[config.mk]
export PLATFORM = sky130hd
export DESIGN_NAME = ssd_scan_decoder
export DESIGN_NICKNAME = d
export VERILOG_FILES = /design/src/rtl/ssd_pkg.sv /design/src/rtl/ssd_scan_decoder_ssd2dec.sv /design/src/rtl/ssd_scan_decoder.sv
export SDC_FILE = /design/constraint.sdc
export NUM_CORES = 1
export LEC_CHECK = 0
export CORE_UTILIZATION = 53
export CTS_CLUSTER_SIZE = 8
export DETAILED_ROUTE_END_ITERATION = 6
export HOLD_SLACK_MARGIN = 0.05
export PLACE_DENSITY = 0.78
export SLEW_MARGIN = 20
export SYNTH_ARGS = -nofsm -noshare
export SYNTH_HDL_FRONTEND = slang
export SYNTH_SLANG_ARGS = --single-unit
export TNS_END_PERCENT = 100
[constraint.sdc]
create_clock -name clk -period 2.8 [get_ports clk]
set_input_delay 0.28 -clock clk [delete_from_list [all_inputs] [get_ports clk]]
set_output_delay 0.28 -clock clk [all_outputs]
set_load 0.05 [all_outputs]
[src/rtl/ssd_pkg.sv]
// ssd_pkg: shared 7-segment pattern constants (gfedcba, active-high) and scan-decoder FSM states
package ssd_pkg;
    localparam int BCD_W = 4;
    localparam logic [6:0] SEG_0     = 7'b0111111;
    localparam logic [6:0] SEG_1     = 7'b0000110;
    localparam logic [6:0] SEG_2     = 7'b1011011;
    localparam logic [6:0] SEG_3     = 7'b1001111;
    localparam logic [6:0] SEG_4     = 7'b1100110;
    localparam logic [6:0] SEG_5     = 7'b1101101;
    localparam logic [6:0] SEG_6     = 7'b1111101;
    localparam logic [6:0] SEG_7     = 7'b0000111;
    localparam logic [6:0] SEG_8     = 7'b1111111;
    localparam logic [6:0] SEG_9     = 7'b1101111;
    localparam logic [6:0] SEG_BLANK = 7'b0000000;
    typedef enum logic [1:0] {IDLE, TRACK, CAPTURE, HOLD} state_t;
endpackage

[src/rtl/ssd_scan_decoder_ssd2dec.sv]
// ssd2dec: combinational segment-to-BCD decoder
//   seg   in  7  segment pattern gfedcba
//   legal out 1  pattern is one of the ten digits
//   blank out 1  pattern is all-off
//   bcd   out 4  decoded digit (0 when not legal)
module ssd2dec
    import ssd_pkg::*;
(
    input  logic [6:0]       seg,
    output logic             legal,
    output logic             blank,
    output logic [BCD_W-1:0] bcd
);
    always_comb begin
        legal = 1'b1;
        blank = 1'b0;
        bcd   = '0;
        case (seg)
            SEG_0:     bcd = 4'd0;
            SEG_1:     bcd = 4'd1;
            SEG_2:     bcd = 4'd2;
            SEG_3:     bcd = 4'd3;
            SEG_4:     bcd = 4'd4;
            SEG_5:     bcd = 4'd5;
            SEG_6:     bcd = 4'd6;
            SEG_7:     bcd = 4'd7;
            SEG_8:     bcd = 4'd8;
            SEG_9:     bcd = 4'd9;
            SEG_BLANK: begin
                legal = 1'b0;
                blank = 1'b1;
            end
            default:   legal = 1'b0;
        endcase
    end
endmodule

[src/rtl/ssd_scan_decoder.sv]
// ssd_scan_decoder: readback monitor rebuilding per-digit BCD from a multiplexed 7-segment bus
//   clk, rst_n (sync, active-low)
//   seg_in      in  7      segment lines gfedcba, active-high
//   an_in       in  N      anode strobes, active-low, one-hot-low when driving a digit
//   dp_in/dp_out           decimal point in / captured per digit (only with SSD_DP_EN defined)
//   digits_out  out 4N     captured BCD, digit i at [4i+3:4i]
//   digit_valid out N      digit holds a legal captured value
//   frame_done  out 1      pulse: every digit captured since the previous pulse
//   pattern_err out 1      pulse: a stable illegal non-blank pattern was captured
//   err_digit   out 3      digit index of the last pattern_err
module ssd_scan_decoder
    import ssd_pkg::*;
#(
    parameter int NUM_DIGITS    = 4,
    parameter int STABLE_CYCLES = 4
) (
    input  logic                    clk,
    input  logic                    rst_n,
    input  logic [6:0]              seg_in,
    input  logic [NUM_DIGITS-1:0]   an_in,
`ifdef SSD_DP_EN
    input  logic                    dp_in,
    output logic [NUM_DIGITS-1:0]   dp_out,
`endif
    output logic [4*NUM_DIGITS-1:0] digits_out,
    output logic [NUM_DIGITS-1:0]   digit_valid,
    output logic                    frame_done,
    output logic                    pattern_err,
    output logic [2:0]              err_digit
);
    localparam logic [7:0] ST = 8'(STABLE_CYCLES);
`ifdef SSD_DP_EN
    localparam int SW = NUM_DIGITS + 8;
`else
    localparam int SW = NUM_DIGITS + 7;
`endif
    logic [SW-1:0]           smp_q, smp_d, prv_q, prv_d;
    state_t                  state_q, state_d, go_state;
    logic [7:0]              cnt_q, cnt_d, go_cnt;
    logic [4*NUM_DIGITS-1:0] digits_q, digits_d;
    logic [NUM_DIGITS-1:0]   valid_q, valid_d, mask_q, mask_d, an_cur, an_cap;
    logic                    frame_q, frame_d, perr_q, perr_d;
    logic [2:0]              errd_q, errd_d, idx;
    logic [3:0]              nz, bcd;
    logic                    onehot, changed, cap, legal, blank;
`ifdef SSD_DP_EN
    logic [NUM_DIGITS-1:0]   dp_q, dp_d;
    assign smp_d  = {dp_in, an_in, seg_in};
    assign dp_out = dp_q;
`else
    assign smp_d  = {an_in, seg_in};
`endif
    // prv_q is the previous sample; once stable it is the value being captured
    assign prv_d  = smp_q;
    assign an_cur = smp_q[7 +: NUM_DIGITS];
    assign an_cap = prv_q[7 +: NUM_DIGITS];
    assign changed = smp_q != prv_q;

    ssd2dec u_dec (.seg(prv_q[6:0]), .legal(legal), .blank(blank), .bcd(bcd));

    always_comb begin
        nz  = '0;
        idx = '0;
        for (int i = 0; i < NUM_DIGITS; i++) begin
            nz = nz + {3'b0, ~an_cur[i]};
            if (!an_cap[i]) idx = 3'(i);
        end
        onehot = nz == 4'd1;
    end

    // Entry into tracking on a new sample: first sample counts as 1
    assign go_cnt   = onehot ? 8'd1 : 8'd0;
    assign go_state = !onehot ? IDLE : (ST <= 8'd1 ? CAPTURE : TRACK);

    always_comb begin
        state_d = state_q;
        cnt_d   = cnt_q;
        cap     = 1'b0;
        case (state_q)
            IDLE: begin
                state_d = go_state;
                cnt_d   = go_cnt;
            end
            TRACK: begin
                if (changed) begin
                    state_d = go_state;
                    cnt_d   = go_cnt;
                end else begin
                    cnt_d   = cnt_q + 8'd1;
                    state_d = cnt_d >= ST ? CAPTURE : TRACK;
                end
            end
            CAPTURE: begin
                // a change arriving during the capture cycle starts a new track at once
                cap     = 1'b1;
                state_d = changed ? go_state : HOLD;
                cnt_d   = changed ? go_cnt : 8'd0;
            end
            HOLD: begin
                state_d = changed ? go_state : HOLD;
                cnt_d   = changed ? go_cnt : 8'd0;
            end
        endcase
    end

    always_comb begin
        digits_d = digits_q;
        valid_d  = valid_q;
        mask_d   = mask_q;
`ifdef SSD_DP_EN
        dp_d     = dp_q;
`endif
        for (int i = 0; i < NUM_DIGITS; i++) begin
            if (cap && !an_cap[i]) begin
                if (legal) digits_d[4*i +: 4] = bcd;
                valid_d[i] = legal;
                mask_d[i]  = 1'b1;
`ifdef SSD_DP_EN
                dp_d[i]    = prv_q[SW-1];
`endif
            end
        end
        frame_d = cap && (&mask_d);
        if (frame_d) mask_d = '0;
        perr_d = cap && !legal && !blank;
        errd_d = perr_d ? idx : errd_q;
    end

    always_ff @(posedge clk) begin
        if (!rst_n) begin
            smp_q    <= '0;
            prv_q    <= '0;
            state_q  <= IDLE;
            cnt_q    <= '0;
            digits_q <= '0;
            valid_q  <= '0;
            mask_q   <= '0;
            frame_q  <= 1'b0;
            perr_q   <= 1'b0;
            errd_q   <= '0;
`ifdef SSD_DP_EN
            dp_q     <= '0;
`endif
        end else begin
            smp_q    <= smp_d;
            prv_q    <= prv_d;
            state_q  <= state_d;
            cnt_q    <= cnt_d;
            digits_q <= digits_d;
            valid_q  <= valid_d;
            mask_q   <= mask_d;
            frame_q  <= frame_d;
            perr_q   <= perr_d;
            errd_q   <= errd_d;
`ifdef SSD_DP_EN
            dp_q     <= dp_d;
`endif
        end
    end

    assign digits_out  = digits_q;
    assign digit_valid = valid_q;
    assign frame_done  = frame_q;
    assign pattern_err = perr_q;
    assign err_digit   = errd_q;
endmodule

==> results.py, run 1 <==
metrics = {
    "clock_tree": {
        "cts_root_buf": "clkbuf_8",
        "clock_latency_ns": 0.33,
        "postCtsSetupRepairBufs": 0,
        "postCtsResizedCells": 0,
        "numClockSinks": 60,
        "cts.htree.levels": 3,
        "clk_transition_reported_paths_ns": 0.06,
        "postCtsHoldBufs": 0,
        "numCtsBuffers": 9,
        "cts_tree": "done",
        "clockBufferDepth": 2,
    },
    "power_and_ir_drop": {
        "leakage_uw": 0.00114,
        "max-vdd-ir-drop_v": 0.000377,
        "report.power.total_uw": 1760,
        "power_density_nw_per_um2": 553,
    },
    "route": {
        "drt-total-wl_um": 4760,
        "routedWlPerCell_um": 12.5,
        "viasPerCell": 5.17,
        "drt_iter0_drc": 108,
        "via_count": 1974,
        "drc": 0,
        "ant_nets": 0,
        "first_pass_iters": 4,
    },
    "floorplanning": {
        "initial_core_util": 0.554,
        "chipWidth_um": 72.3,
        "rows": 25,
        "core_area_um2": 4720,
        "io_pins": 38,
        "die_y_um": 72.3,
        "fp.dieArea_um2": 5220,
    },
    "outcome": {
        "status": "complete, no violations",
    },
    "worst_setup_path": {
        "required_ns": 3.06,
        "cp_common_cell": "ha_1",
        "critPathMaxStageDelay_ns": 0.54,
        "critPathLaunchType": "flop",
        "crit_chain": "fa_1, inv_1, ha_1, ha_1, nor3b_1, nor3_1, nor2_1, o21ai_0, a31oi_1",
        "cp_slowest_cell": "fa_1",
        "worst-setup-path-type": "flop to flop",
        "cp.buffers_inverters": 1,
        "cp_top_family": "adder cells",
        "critPathArrivalTime_ns": 2.52,
        "cp_max_fo": 4,
        "reg2regPathDepth": 9,
        "crit_cells": 9,
        "end_kind": "flop",
    },
    "timing": {
        "fin_worst_skew_ns": 0.00558,
        "relSlewSlack": 0.536,
        "fin_ws_ns": 0.533,
        "tightestPinTransition_ns": 0.687,
        "hold_viol": 0,
        "fin_crit_ns": 2.27,
        "hold_slack_ns": 0.453,
        "fin_crit_sh": 0.810,
        "drv_slew": 0,
        "rsz0062_at_grt": "no",
        "fmax_ghz": 0.441,
        "setup-tns-final_ns": 0,
        "setup_violations": 0,
    },
    "global_routing": {
        "antenna_found_initial": 0,
        "grt_max_degree": 25,
        "grt_overflow": 0,
        "grt_usage": 0.203,
        "grt_pass1_vias": 1786,
        "grt_pass1_wl_um": 8060,
    },
    "synth": {
        "yosys-top-cells-area": "dfxtp_1 (46%), mux2i_1 (5.4%), and2_1 (5.3%)",
        "yosysSeqAreaShare": 0.459,
        "synth_flop_cell": "dfxtp_1",
        "synth_area_leader_cell": "dfxtp_1",
        "syn-instance-count": 276,
        "synthSimpleGateAreaFrac": 0.228,
        "synth_top_family_by_area": "simple AND/OR/NAND/NOR gates",
        "async_flop_share": 0,
        "ys_ff_latch": 60,
        "synth_edf_count": 0,
        "synthMuxAreaShare": 0.0535,
        "synth_compound_area_frac": 0.120,
        "synth.distinct_cells": 44,
        "syn-num-nets": 293,
        "synth_top_area_frac": 0.459,
        "synth_area_per_cell_um2": 9.48,
        "synth-xor-area-share": 0.0669,
        "synthAdderAreaFrac": 0.0220,
        "synth_area_um2": 2620,
        "synth_warnings": 0,
    },
    "placement": {
        "place_ws_ns": 0.552,
        "hpwl_um": 3370,
        "dp.cells": 366,
        "io_buffers": 36,
        "gp_congestion": 0.750,
    },
    "cells_and_area": {
        "multi_input_area_um2": 1290,
        "seqCellArea_um2": 1200,
        "final_cell_count_no_fill": 382,
        "fin_nets": 327,
        "n_fill_cell": 417,
        "syn2layout_area_growth_pct": 21.7,
        "antenna_cells": 0,
        "drive_gt1_frac": 0.0889,
    },
    "flow_run": {
        "maxCapViolCount": 0,
    },
    "min_path": {
        "worstHoldPathType": "flop to flop",
        "hold_depth": 2,
    },
}
[sequential cells by signal, summed over array words and instances (netlist names), 2 cells and up]
register and count:
cnt_q 8, digit_valid 4, digits_out 16, err_digit 2, mask_q 4, prv_d 11
prv_q 11, state_q 2
[per-stage QoR]
| stage | instance area, um2 | util |
|---|---|---|
| 4_1_cts | 3190 | 0.674 |
| 2_1_floorplan | 2620 | - |
| 3_5_place_dp | 2980 | 0.632 |
| 6_report | 3190 | 0.674 |
| 5_1_grt | 3190 | 0.674 |
| 3_3_place_gp | 2980 | 0.632 |
[layer usage]
layer / GRT usage / up-vias / wire, um
met5: 0 / - / 0
met4: 0.118 / 0 / 123
met3: 0.0417 / 11 / 145
met2: 0.327 / 42 / 2250
met1: 0.253 / 909 / 2230
li1: - / 1012 / -
[synth_stat cells (all sizes together), types with 2 or more instances]
library cell / count
nor3: 4
o21ai: 4
mux2i: 14
nor2b: 3
o32ai: 2
nor2: 32
clkbuf: 7
o31ai: 5
a21oi: 6
nand2: 27
o211a: 2
dfxtp: 60
xnor2: 15
a31oi: 3
nand3: 12
inv: 8
ha: 3
xor2: 5
o41ai: 2
and2: 22
a21boi: 4
nand2b: 2
nand4b: 2
buf: 9
a311oi: 4
nand4: 5
[worst min-delay path: stages, from the launching register on]
cell and delay (ns):
dfxtp_1 0.31, nand2_1 0.05, mux2i_1 0.05
[cells by family after synthesis]
family,Yosys count
other,1
muxes,14
adders and majority gates,4
AOI/OAI and AO/OA,36
xor gates and xnor gates,20
buffers and inverters,24
and+or+nand+nor,117
DFF,60
[path summary, 6_finish.rpt]
kind	startpoint	endpoint	slack (ns)
setup / recovery	prv_d[7]	state_q[0]	0.53
hold / removal	digits_out[10]	digits_out[10]	0.45
setup reg to reg	prv_d[7]	state_q[0]	0.53
hold reg to reg	digits_out[10]	digits_out[10]	0.45
[final cells by class]
type | count | area share
clock buffers | 11 | 0.0475
inverters | 8 | 0.00943
flip-flops and latches | 60 | 0.377
clock inverters | 5 | 0.0157
repair buffers | 39 | 0.120
multi-input cells | 192 | 0.404
well taps | 67 | 0.0263
[placed cells by master, fill, tap and decap left out, types with 3 or more instances in the layout]
| cell | n |
|---|---|
| dfxtp_1 | 60 |
| clkdlybuf4s50_1 | 36 |
| nor2_1 | 32 |
| nand2_1 | 27 |
| and2_1 | 22 |
| xnor2_1 | 15 |
| mux2i_1 | 14 |
| nand3_1 | 11 |
| clkbuf_8 | 11 |
| inv_1 | 8 |
| o31ai_1 | 5 |
| nand4_1 | 5 |
| xor2_1 | 5 |
| a21oi_1 | 5 |
| o21ai_0 | 4 |
| nor3_1 | 4 |
| a21boi_4 | 4 |
| a311oi_1 | 4 |
| clkinv_2 | 4 |
| nor2b_1 | 3 |
| a31oi_1 | 3 |
| ha_1 | 3 |
| buf_4 | 3 |
[where the power goes]
part           total [uW]  internal, uW  switching [uW]
clock network         770           453             318
registers             895           871            24.0
logic                95.4          50.8            44.5
(Power assumes the default switching activity.)
==> run 2, diff against run 1 <==
==> constraint.sdc (replaced) <==
create_clock -name clk -period 2.1 [get_ports clk]
set_input_delay 0.21 -clock clk [delete_from_list [all_inputs] [get_ports clk]]
set_output_delay 0.21 -clock clk [all_outputs]
set_load 0.05 [all_outputs]
==> results.py, run 2 (synthesized netlist as in run 1, its figures left out) <==
metrics = {
    "worst_setup_path": {
        "critPathLaunchType": "flop",
        "critPathArrivalTime_ns": 2.43,
        "worst-setup-path-type": "flop to flop",
        "required_ns": 2.36,
        "end_kind": "flop",
        "reg2regPathDepth": 10,
        "cp_max_fo": 4,
        "r2r_start": "prv_d[8]",
        "startpoint": "prv_d[8]",
    },
    "clock_tree": {
        "clockBufferDepth": 2,
        "numClockSinks": 60,
        "cts.htree.levels": 3,
        "cts_tree": "done",
        "clock_latency_ns": 0.33,
        "numCtsBuffers": 9,
        "cts_root_buf": "clkbuf_8",
        "clk_transition_reported_paths_ns": 0.06,
    },
    "placement": {
        "dp.cells": 374,
        "gp_congestion": 0.785,
        "hpwl_um": 3460,
        "io_buffers": 36,
    },
    "global_routing": {
        "antenna_found_initial": 0,
        "grt_overflow": 0,
        "grt_usage": 0.211,
        "grt_max_degree": 14,
        "grt_pass1_wl_um": 8380,
        "grt_pass1_vias": 1883,
    },
    "cells_and_area": {
        "final_cell_count_no_fill": 392,
        "antenna_cells": 0,
        "drive_gt1_frac": 0.123,
        "syn2layout_area_growth_pct": 24.8,
        "layout_common_cells": "dfxtp_1 (58), clkdlybuf4s50_1 (36), nor2_1 (32)",
        "largest_reg_flops": 16,
        "final_common_cell": "dfxtp_1",
        "fin_nets": 337,
    },
    "floorplanning": {
        "core_area_um2": 4720,
        "fp.dieArea_um2": 5220,
        "chipWidth_um": 72.3,
        "initial_core_util": 0.554,
        "rows": 25,
        "die_y_um": 72.3,
        "io_pins": 38,
    },
    "min_path": {
        "hold_start": "an_in[1]",
        "hold_depth": 2,
        "worstHoldPathType": "primary input to flop",
    },
    "timing": {
        "hold_viol": 0,
        "fmax_ghz": 0.461,
        "setup-tns-final_ns": -0.0674,
        "tightestPinTransition_ns": 0.688,
        "fin_crit_sh": 1.03,
        "fin_worst_skew_ns": 0.00364,
        "rsz0062_at_grt": "yes",
        "relSlewSlack": 0.535,
        "setup_violations": 1,
        "fin_crit_ns": 2.17,
        "drv_slew": 0,
        "fin_ws_ns": -0.0674,
        "hold_slack_ns": 0.443,
    },
    "route": {
        "routedWlPerCell_um": 12.8,
        "viasPerCell": 5.13,
        "via_count": 2011,
        "first_pass_iters": 4,
        "drt-total-wl_um": 5020,
        "drc": 0,
        "drt_iter0_drc": 82,
        "ant_nets": 0,
    },
    "flow_run": {
        "maxCapViolCount": 0,
    },
    "power_and_ir_drop": {
        "power_density_nw_per_um2": 699,
        "leakage_uw": 0.00117,
        "max-vdd-ir-drop_v": 0.000556,
    },
    "outcome": {
        "violations": "setup timing",
        "status": "finished, violations left",
    },
}
==> run 2: what timing repair did <==
| action | in CTS | in global routing |
|---|---|---|
| resized for setup | 3 | 4 |
| setup endpoints to repair | 1 | 2 |
| cloned | 0 | 0 |
| buffers inserted | 1 | 1 |
| hold buffers | 0 | 0 |
| pin swaps | 1 | 3 |
==> run 2: report_power, final <==
group	internal [uW]	leakage, uW	switching, uW
Combinational	85.1	0.000592	72.7
Sequential	1160	0.000489	28.5
Clock	525	0.0000937	411
Total	1770	0.00117	512
==> run 2: worst max-delay path: stages (launching register included) <==
cell	delay [ns]
dfxtp_4	0.34
fa_1	0.53
inv_1	0.05
ha_2	0.18
ha_4	0.24
nor3b_2	0.16
buf_4	0.15
nor3_1	0.05
nor2_1	0.14
o21ai_1	0.12
a31oi_1	0.14
==> run 2: final cells by class <==
cell class | count | area [um2]
clock inverter | 1 | 5.00
inverter | 8 | 30.0
clock buffer | 15 | 176
fill | 387 | 1460
timing repair buffer | 49 | 458
multi-input combinational | 192 | 1310
sequential | 60 | 1210
tap | 67 | 83.8
==> run 2: final timing paths <==
kind | slack [ns] | end
min | 0.44 | prv_d[8]
min reg2reg | 0.45 | digits_out[7]
max | -0.07 | state_q[0]
max reg2reg | -0.07 | state_q[0]
==> run 2: through the flow <==
stage | power, uW | area [um2] | utilization | setup slack, ns
5_1_grt | 2370 | 3270 | 0.691 | -0.169
2_1_floorplan | 1310 | 2620 | - | 0.0436
6_report | 2280 | 3270 | 0.691 | -0.0674
4_1_cts | 2290 | 3240 | 0.686 | 0.00934
3_5_place_dp | 1350 | 3040 | 0.645 | -0.0725
3_3_place_gp | 1350 | 3040 | 0.645 | 0.0544
==> run 2: routing by layer <==
| layer | share of wire | wire [um] | GRT usage | vias up |
|---|---|---|---|---|
| met5 | 0 | 0 | 0 | - |
| met4 | 0.020 | 99 | 0.0980 | 0 |
| met3 | 0.035 | 177 | 0.0708 | 8 |
| met2 | 0.48 | 2420 | 0.342 | 46 |
| met1 | 0.46 | 2330 | 0.253 | 922 |
| li1 | - | - | - | 1035 |
